==> src/rtl/regfile_loader_pkg.sv <==
// Shared definitions for the register-file loader.
// Holds the data/select widths, the sequencer state encoding and the
// values every register takes on asynchronous reset.
package regfile_pkg;

    localparam int WIDTH  = 8;
    localparam int DEPTH  = 4;
    localparam int ADDR_W = 2;

    // Index of the final register in a frame; loading it ends the load phase
    // and reading it back ends the frame.
    localparam logic [ADDR_W-1:0] LAST_IDX = ADDR_W'(DEPTH - 1);

    typedef enum logic [2:0] {
        IDLE = 3'd0,
        LOAD = 3'd1,
        WFIN = 3'd2,
        SEL  = 3'd3,
        OUT  = 3'd4
    } state_t;

    localparam state_t             RST_STATE = IDLE;
    localparam logic [WIDTH-1:0]   RST_DATA  = '0;
    localparam logic [ADDR_W-1:0]  RST_IDX   = '0;
    localparam logic               RST_FLAG  = 1'b0;

endpackage

==> src/rtl/regfile_loader_if.sv <==
// Bus bundle between the loader and its environment.
// Carries the input byte stream, the output byte stream and the
// register-file write/read port.
//   slave  : the loader side (consumes in_*, drives rf_* and out_*)
//   master : the environment side (producer, consumer and register file)
// Handshake rule for both streams: a transfer happens on the rising clock
// edge where valid and ready are both high; valid never depends on ready,
// and a raised valid with its data stays put until that transfer.
interface regfile_loader_if;
    import regfile_pkg::*;

    logic [WIDTH-1:0]  in_data;
    logic              in_valid;
    logic              in_ready;

    logic [WIDTH-1:0]  rf_d;
    logic [ADDR_W-1:0] rf_sel;
    logic              rf_we;
    logic [WIDTH-1:0]  rf_q;

    logic [WIDTH-1:0]  out_data;
    logic              out_valid;
    logic              out_ready;

    modport slave (
        input  in_data, in_valid, out_ready, rf_q,
        output in_ready, out_data, out_valid, rf_d, rf_sel, rf_we
    );

    modport master (
        output in_data, in_valid, out_ready, rf_q,
        input  in_ready, out_data, out_valid, rf_d, rf_sel, rf_we
    );

endinterface

==> src/rtl/regfile_loader_wrap_counter.sv <==
// Wrapping index counter.
// Ports:
//   clk    : clock
//   rst_n  : asynchronous active-low reset, clears the count
//   i_inc  : advance by one, wrapping from all-ones to zero
//   i_clr  : synchronous clear, takes priority over i_inc
//   o_count: current count
module wrap_counter #(
    parameter int W = 2
) (
    input  logic         clk,
    input  logic         rst_n,
    input  logic         i_inc,
    input  logic         i_clr,
    output logic [W-1:0] o_count
);

    logic [W-1:0] r_count;

    always_ff @(posedge clk or negedge rst_n) begin
        if (!rst_n) begin
            r_count <= '0;
        end else if (i_clr) begin
            r_count <= '0;
        end else if (i_inc) begin
            r_count <= r_count + W'(1);
        end
    end

    assign o_count = r_count;

endmodule

==> src/rtl/regfile_loader.sv <==
// Streaming front end and readback sequencer for a 4x8 register file.
// Four accepted input bytes are written to registers 0..3, then the file is
// read back one register at a time and each byte is offered on the output
// stream.
// Ports:
//   clk        : clock, all state changes on its rising edge
//   rst_n      : asynchronous active-low reset
//   clear      : synchronous abort of the current frame
//   bus        : input stream, output stream and register-file port
//   busy       : high except in IDLE and in LOAD before the first byte
//   frame_done : one-cycle pulse after the last readback transfer
//   dbg_state  : current sequencer state
module regfile_loader
    import regfile_pkg::*;
(
    input  logic               clk,
    input  logic               rst_n,
    input  logic               clear,
    regfile_loader_if.slave    bus,
    output logic               busy,
    output logic               frame_done,
    output state_t             dbg_state
);

    state_t            r_state;
    state_t            w_state_nxt;

    logic [ADDR_W-1:0] w_idx;
    logic              w_idx_inc;
    logic              w_idx_clr;

    logic [WIDTH-1:0]  r_rf_d;
    logic [ADDR_W-1:0] r_rf_sel;
    logic              r_rf_we;
    logic [WIDTH-1:0]  r_out_data;
    logic              r_out_valid;
    logic              r_frame_done;

    logic [WIDTH-1:0]  w_rf_d_nxt;
    logic [ADDR_W-1:0] w_rf_sel_nxt;
    logic              w_rf_we_nxt;
    logic [WIDTH-1:0]  w_out_data_nxt;
    logic              w_out_valid_nxt;
    logic              w_frame_done_nxt;
    logic              w_in_ready;

    wrap_counter #(
        .W (ADDR_W)
    ) u_idx (
        .clk     (clk),
        .rst_n   (rst_n),
        .i_inc   (w_idx_inc),
        .i_clr   (w_idx_clr),
        .o_count (w_idx)
    );

    assign w_in_ready = (r_state == LOAD);

    always_ff @(posedge clk or negedge rst_n) begin
        if (!rst_n) begin
            r_state      <= RST_STATE;
            r_rf_d       <= RST_DATA;
            r_rf_sel     <= RST_IDX;
            r_rf_we      <= RST_FLAG;
            r_out_data   <= RST_DATA;
            r_out_valid  <= RST_FLAG;
            r_frame_done <= RST_FLAG;
        end else begin
            r_state      <= w_state_nxt;
            r_rf_d       <= w_rf_d_nxt;
            r_rf_sel     <= w_rf_sel_nxt;
            r_rf_we      <= w_rf_we_nxt;
            r_out_data   <= w_out_data_nxt;
            r_out_valid  <= w_out_valid_nxt;
            r_frame_done <= w_frame_done_nxt;
        end
    end

    always_comb begin
        w_state_nxt      = r_state;
        w_idx_inc        = 1'b0;
        w_idx_clr        = 1'b0;
        w_rf_d_nxt       = r_rf_d;
        w_rf_sel_nxt     = r_rf_sel;
        w_rf_we_nxt      = 1'b0;
        w_out_data_nxt   = r_out_data;
        w_out_valid_nxt  = r_out_valid;
        w_frame_done_nxt = 1'b0;

        case (r_state)
            IDLE: begin
                w_state_nxt = LOAD;
            end

            LOAD: begin
                if (bus.in_valid) begin
                    w_rf_d_nxt   = bus.in_data;
                    w_rf_sel_nxt = w_idx;
                    w_rf_we_nxt  = 1'b1;
                    if (w_idx == LAST_IDX) begin
                        w_idx_clr   = 1'b1;
                        w_state_nxt = WFIN;
                    end else begin
                        w_idx_inc = 1'b1;
                    end
                end
            end

            WFIN: begin
                // rf_sel must keep addressing the last register while its
                // strobe is live; it moves to the readback index only on the
                // edge that enters SEL.
                w_rf_sel_nxt = w_idx;
                w_state_nxt  = SEL;
            end

            SEL: begin
                w_out_data_nxt  = bus.rf_q;
                w_out_valid_nxt = 1'b1;
                w_state_nxt     = OUT;
            end

            OUT: begin
                if (bus.out_ready) begin
                    w_out_valid_nxt = 1'b0;
                    if (w_idx < LAST_IDX) begin
                        w_idx_inc    = 1'b1;
                        w_rf_sel_nxt = w_idx + ADDR_W'(1);
                        w_state_nxt  = SEL;
                    end else begin
                        w_idx_clr        = 1'b1;
                        w_frame_done_nxt = 1'b1;
                        w_state_nxt      = LOAD;
                    end
                end
            end

            default: begin
                w_state_nxt = IDLE;
            end
        endcase

        // Abort overrides every handshake decided above, including an input
        // accept in the same cycle, so the byte is neither strobed nor latched.
        if (clear && (r_state != IDLE)) begin
            w_state_nxt      = LOAD;
            w_idx_inc        = 1'b0;
            w_idx_clr        = 1'b1;
            w_rf_d_nxt       = r_rf_d;
            w_rf_sel_nxt     = r_rf_sel;
            w_rf_we_nxt      = 1'b0;
            w_out_data_nxt   = r_out_data;
            w_out_valid_nxt  = 1'b0;
            w_frame_done_nxt = 1'b0;
        end
    end

    assign bus.in_ready  = w_in_ready;
    assign bus.rf_d      = r_rf_d;
    assign bus.rf_sel    = r_rf_sel;
    assign bus.rf_we     = r_rf_we;
    assign bus.out_data  = r_out_data;
    assign bus.out_valid = r_out_valid;

    assign busy       = (r_state != IDLE) && !((r_state == LOAD) && (w_idx == RST_IDX));
    assign frame_done = r_frame_done;
    assign dbg_state  = r_state;

endmodule

==> src/flat_wrapper.sv <==
// flat-port wrapper written by rule: the top's interface ports become plain ports
module regfile_loader_flat import regfile_pkg::*;
  (clk, rst_n, clear, busy, frame_done, dbg_state, bus_in_data, bus_in_valid, bus_out_ready, bus_rf_q, bus_in_ready, bus_out_data, bus_out_valid, bus_rf_d, bus_rf_sel, bus_rf_we);
  regfile_loader_if bus_i ();
  input  logic clk;
  input  logic rst_n;
  input  logic clear;
  output logic busy;
  output logic frame_done;
  output state_t dbg_state;
  input wire logic [$bits(bus_i.in_data)-1:0] bus_in_data;
  input wire logic [$bits(bus_i.in_valid)-1:0] bus_in_valid;
  input wire logic [$bits(bus_i.out_ready)-1:0] bus_out_ready;
  input wire logic [$bits(bus_i.rf_q)-1:0] bus_rf_q;
  output wire logic [$bits(bus_i.in_ready)-1:0] bus_in_ready;
  output wire logic [$bits(bus_i.out_data)-1:0] bus_out_data;
  output wire logic [$bits(bus_i.out_valid)-1:0] bus_out_valid;
  output wire logic [$bits(bus_i.rf_d)-1:0] bus_rf_d;
  output wire logic [$bits(bus_i.rf_sel)-1:0] bus_rf_sel;
  output wire logic [$bits(bus_i.rf_we)-1:0] bus_rf_we;
  assign bus_i.in_data = bus_in_data;
  assign bus_i.in_valid = bus_in_valid;
  assign bus_i.out_ready = bus_out_ready;
  assign bus_i.rf_q = bus_rf_q;
  assign bus_in_ready = bus_i.in_ready;
  assign bus_out_data = bus_i.out_data;
  assign bus_out_valid = bus_i.out_valid;
  assign bus_rf_d = bus_i.rf_d;
  assign bus_rf_sel = bus_i.rf_sel;
  assign bus_rf_we = bus_i.rf_we;
  regfile_loader u_core (.clk(clk), .rst_n(rst_n), .clear(clear), .bus(bus_i), .busy(busy), .frame_done(frame_done), .dbg_state(dbg_state));
endmodule
==> config.mk <==
export PLATFORM = sky130hd
export DESIGN_NAME = regfile_loader_flat
export DESIGN_NICKNAME = d
export VERILOG_FILES = /design/src/rtl/regfile_loader_pkg.sv /design/src/rtl/regfile_loader_if.sv /design/src/rtl/regfile_loader_wrap_counter.sv /design/src/rtl/regfile_loader.sv /design/src/flat_wrapper.sv
export SDC_FILE = /design/constraint.sdc
export NUM_CORES = 1
export LEC_CHECK = 0
export ABC_AREA = 0
export BUFFER_PORTS_ARGS = -buffer_cell sky130_fd_sc_hd__buf_4
export CORE_MARGIN = 3
export CORE_UTILIZATION = 40
export DETAILED_ROUTE_END_ITERATION = 12
export PLACE_DENSITY = 0.75
export SYNTH_ARGS = -nofsm -noshare
export SYNTH_HDL_FRONTEND = slang
export SYNTH_SLANG_ARGS = --single-unit
==> constraint.sdc <==
create_clock -name clk -period 2.4 [get_ports clk]
set_input_delay 0.48 -clock clk [delete_from_list [all_inputs] [get_ports clk]]
set_output_delay 0.48 -clock clk [all_outputs]
set_load 0.02 [all_outputs]
# Yosys cells after proc, flatten, opt, wreduce, memory -nomap -nowiden
# Cells that the tools add are included.
# word_totals
reg_bits,26
latchBits,0
ram_bits,0
romBits,0
wordCells,69
mem_count,0
# op_classes
addsub,1
multipliers,0
div,0
order_cmp,1
n_eq_ne,11
shift,0
mux,32
bitwise,1
n_reduce_logical,15
# op_table
operator,n
two-way mux 1 bit,17
case mux 3 bit (5 select lines),1
two-way mux 2 bit,6
two-way mux 3 bit,4
nonzero test 3 bit,3
"equality test 3 x 2 -> 1 bit, second input constant",2
"!= test 3 x 2 -> 1 bit, second input constant",2
case mux 1 bit (2 select lines),3
case mux 2 bit (3 select lines),1
AND reduction 3 bit,2
AND reduction 5 bit,1
"!= test 2 bit, second input constant",2
AND reduction 2 bit,2
"equality test 3 x 1 -> 1 bit, second input constant",1
"equality test 3 bit, second input constant",1
logical AND 1 bit,3
logical NOT 3 bit,1
"!= test 3 x 1 -> 1 bit, second input constant",1
"adder 2 x 1 -> 2 bit, second input constant",1
"equality test 2 bit, second input constant",1
logical NOT 2 bit,1
"< comparator 2 bit, second input constant",1
"!= test 2 x 1 -> 1 bit, second input constant",1
nonzero test 2 bit,1
2 further kinds,2

# Longest topological paths before layout
# logic_depth
ltp_word,7
mapped_depth,5

# By module
# Synthesis repeated with hierarchy kept, for this count alone.
# unflattened
cells_unflattened,94
hier_area_um2,1183.6
# by_module_without_submodules
module,n_inst,cells_each,area_each_um2,seq_area_each_um2
regfile_loader,1,87,1094.8,600.6
wrap_counter,1,7,88.8,50.0

# Worst setup path after synthesis
# Ideal clock, no wire load.
# synth_timing
path_kind,reg-to-output
from,register u_core.r_state[0] (netlist: u_core.dbg_state[0])
to,output port bus_in_ready
arrival_time_ns,1.294
required_time_ns,1.920
setup_slack_ns,0.626
stages_incl_launch_ff,3
n_path_buf,0
path_cell_list,dfrtp_1 > inv_1 > nor3_1
# synth_between
elab_chain_len,1
# synth_rtl
element,line_no,rtl
start: declaration,regfile_loader.sv:25,state_t r_state;
start signal: assignment,regfile_loader.sv:69,r_state <= w_state_nxt;
equality test 3 x 1 -> 1 bit,regfile_loader.sv:57,assign w_in_ready = (r_state == LOAD);
end: declaration,flat_wrapper.sv:15,output wire logic [$bits(bus_i.in_ready)-1:0] bus_in_ready;
# No other way between the ends.

# Worst setup path after layout
# Ends and elaborated chain as after synthesis.

==> metrics.md <==
| Metric | Value |
|---|---|
| Initial antenna violation count | 0 |
| Leak Pwr | 0.000799 uW |
| Crit path required time | 1920 ps |
| Post-DP HPWL | 1880 um |
| First-pass GRT wire length | 3880 um |
| Final Max Slew Viols | 0 |
| DR vias | 915 |
| Die Y | 61.2 um |
| Final nets | 166 |
| Detailed Routing Iterations Pass 1 | 4 |
| Area contributors post-synth | dfrtp_1 (53%), mux2_2 (18%), ha_1 (3.1%), nor3b_1 (1.8%), o21ai_0 (1.6%) |
| Ports | 47 |
| Clk buf depth | 2 |
| Setup TNS Final | 0 ps |
| Hold_buf cts | 0 |
| Fin crit period | 2040 ps |
| PD cells | 660 nW/um^2 |
| Port-buffer cells | 46 |
| Fmax | 490 MHz |
| R2R setup slack | 600 ps |
| Share of the synthesized area in the top cell type | 53.3% |
| Synth Warn # | 0 |
| R2R cell count | 3 |
| Number of global-route vias before repair | 898 |
| Multi-input gate area | 531 um^2 |
| Syn Std Cell Area | 1220 um^2 |
| Mux cell area share after synthesis | 17.5% |
| Unrepaired setup endpoints after global routing | no |
| Fill cell count | 251 |
| Critical path arrival | 1560 ps |
| Total CTS buffers | 3 |
| Worst setup path endpoint | bus_in_ready |
| Area leader, netlist | dfrtp_1 |
| Congestion Overflow GR | 0 |
| Setup violations, final | 0 |
| VDD IR-drop max | 0.461 mV |
| Final Hold Viols | 0 |
| Final Power | 1080 uW |
| Vias per std cell | 5.32 |
| CTS tree | done |
| Maximum fanout along the worst path | 8 |
| R2r endpoint | u_core.bus.rf_d[6]$_DFFE_PN0P_ |
| WL per Instance | 14.1 um |
| Final Skew | 6.16 ps |
| Synthesized net count | 118 |
| Root buf cell | clkbuf_4 |
| Layout area overhead | 33.8% |
| Reg area | 651 um^2 |
| CTS Sinks | 26 |
| Synth Register Bits | 26 |
| Fin cells | 172 |
| Max-cap violations | 0 |
| Synth Area in Adders | 3.08% |
| Clock-pin slew on the worst setup and hold paths | 130 ps |
| Die W | 61.2 um |
| Syn Inst Count | 94 |
| Largest net degree at the start of global routing | 27 |
| Average cell area after synthesis | 13.0 um^2 |
| Layout cells sized above 1 | 53.2% |
| Startpoint types | flop |
| CTS H-tree lvls | 1 |
| # rows | 19 |
| Final wirelength | 2420 um |
| Dpl cells | 168 |
| Initial Utilization | 43.1% |
| Largest family of logic cells by synthesized area | multiplexers |
| Critical Path Sink Type | output port |
| Critical path class | flop to output port |
| Synth Area in Simple Gates | 13.5% |
| GRT Total Usage | 14.0% |
| Crit share post-route | 85.1% |
| CP Launch Point | u_core.dbg_state[0]$_DFFE_PN0P_ |
| Antenna-violating nets left | 0 |
| Sequential share of the synthesized area | 53.3% |
| Post-CTS Setup Bufs | 0 |
| Distinct cells, synth | 33 |
| Post-synthesis xor/xnor area fraction | 0.718% |
| Worst slew pin tran | 444 ps |
| Slew margin rel. | 70.4% |
| Die footprint | 3750 um^2 |
| Run status | completed |
| N_diodes | 0 |
| DRC | 0 |
| Gpl congestion | 0.872 |
| Initial drt markers | 36 |
| PostCTS Resize Cnt | 0 |
| Reg2reg start | u_core.dbg_state[2]$_DFFE_PN0P_ |
| Core box area | 2830 um^2 |
| Final core occ | 57.7% |
| Post-synthesis compound-gate area fraction | 8.62% |
| Skew-Pair Late Insertion Delay | 320 ps |
| Hold Crit Class | input port to async pin |
==> synthesized netlist by cell type, drive strengths merged <==
cell / count
nor2b: 1
nor2: 6
nor4bb: 1
dfrtp: 26
a21oi: 2
nand2b: 1
inv: 4
nor3b: 4
nor3: 3
a2bb2oi: 1
o22ai: 1
nand4bb: 2
o21a: 1
mux2: 19
a22o: 1
nand3b: 1
xnor2: 1
buf: 3
a211o: 1
nand3: 1
o21ai: 5
nand2: 2
ha: 3
or2: 1
a32o: 1
a211oi: 2
==> worst max-delay path, cell delays in order, from the launching register on <==
cell	delay, ps
dfrtp_1	520
inv_1	190
nor3_1	330
buf_4	200
==> per-layer routing <==
layer,track usage (%),vias up,share of wire [%]
met4,6.50,0,0.58
met2,23.1,43,49
met3,2.31,2,7.5
met1,17.8,440,43
met5,0,-,0
li1,-,430,-
==> cells in the final DEF, fill, tap and decap left out, types with 2 or more instances in the layout <==
master,n
buf_4,46
dfrtp_1,26
o21ai_0,4
ha_1,3
inv_1,4
nor3_1,3
nor3b_1,3
nand2_1,2
clkbuf_4,3
a21oi_1,2
nor2_1,5
mux2_2,19
==> cell type report <==
type	count	area share [%]
clock buffer	3	1.38
multi-input combinational	61	32.5
timing repair buffer	46	21.1
inverter	4	0.920
sequential	26	39.8
tap	31	2.38
clock inverter	1	1.84
==> cells by family (layout without fill, tap and decap cells) <==
logic type | count (synthesis) | count (layout)
buffers and inverters | 7 | 54
and+or+nand+nor | 23 | 23
AOI/OAI and AO/OA | 15 | 15
adders and majority gates | 3 | 3
DFF | 26 | 26
muxes | 19 | 19
xor gates and xnor gates | 1 | 1
==> stage by stage <==
step           hold slack (ps)  instance area, um^2  worst slack [ps]
2_1_floorplan              184                 1220               626
3_3_place_gp               405                 1580               650
3_5_place_dp               407                 1580               600
4_1_cts                   39.7                 1630               352
5_1_grt                   41.2                 1630               272
6_report                  36.9                 1630               359
==> flip-flops by register name, summed over array words and instances, names as in the netlist <==
name,cells
u_core.frame_done,1
u_core.bus.out_valid,1
u_core.u_idx.o_count,2
u_core.bus.rf_d,8
u_core.bus.out_data,8
u_core.bus.rf_sel,2
u_core.bus.rf_we,1
u_core.dbg_state,3
==> worst min path at each step <==
stage	start	end	cells past startpoint	slack, ps
3_3_place_gp	rst_n	u_core.bus.out_valid$_DFFE_PN0P_	1	400
5_1_grt	rst_n	u_core.u_idx.o_count[1]$_DFFE_PN0P_	1	40
4_1_cts	rst_n	u_core.dbg_state[1]$_DFFE_PN0P_	1	40
2_1_floorplan	rst_n	u_core.bus.out_data[0]$_DFFE_PN0P_	0	180
3_5_place_dp	rst_n	u_core.bus.out_valid$_DFFE_PN0P_	1	410
6_report	rst_n	u_core.u_idx.o_count[1]$_DFFE_PN0P_	1	40
==> power breakdown <==
| part | total [uW] | leakage (uW) | internal (uW) | switching, uW |
|---|---|---|---|---|
| sequential | 520 | 0.000333 | 488 | 32.0 |
| combinational | 265 | 0.000437 | 135 | 130 |
| clock | 293 | 0.0000279 | 169 | 124 |
Note: power is estimated with default switching activity, not from simulation.
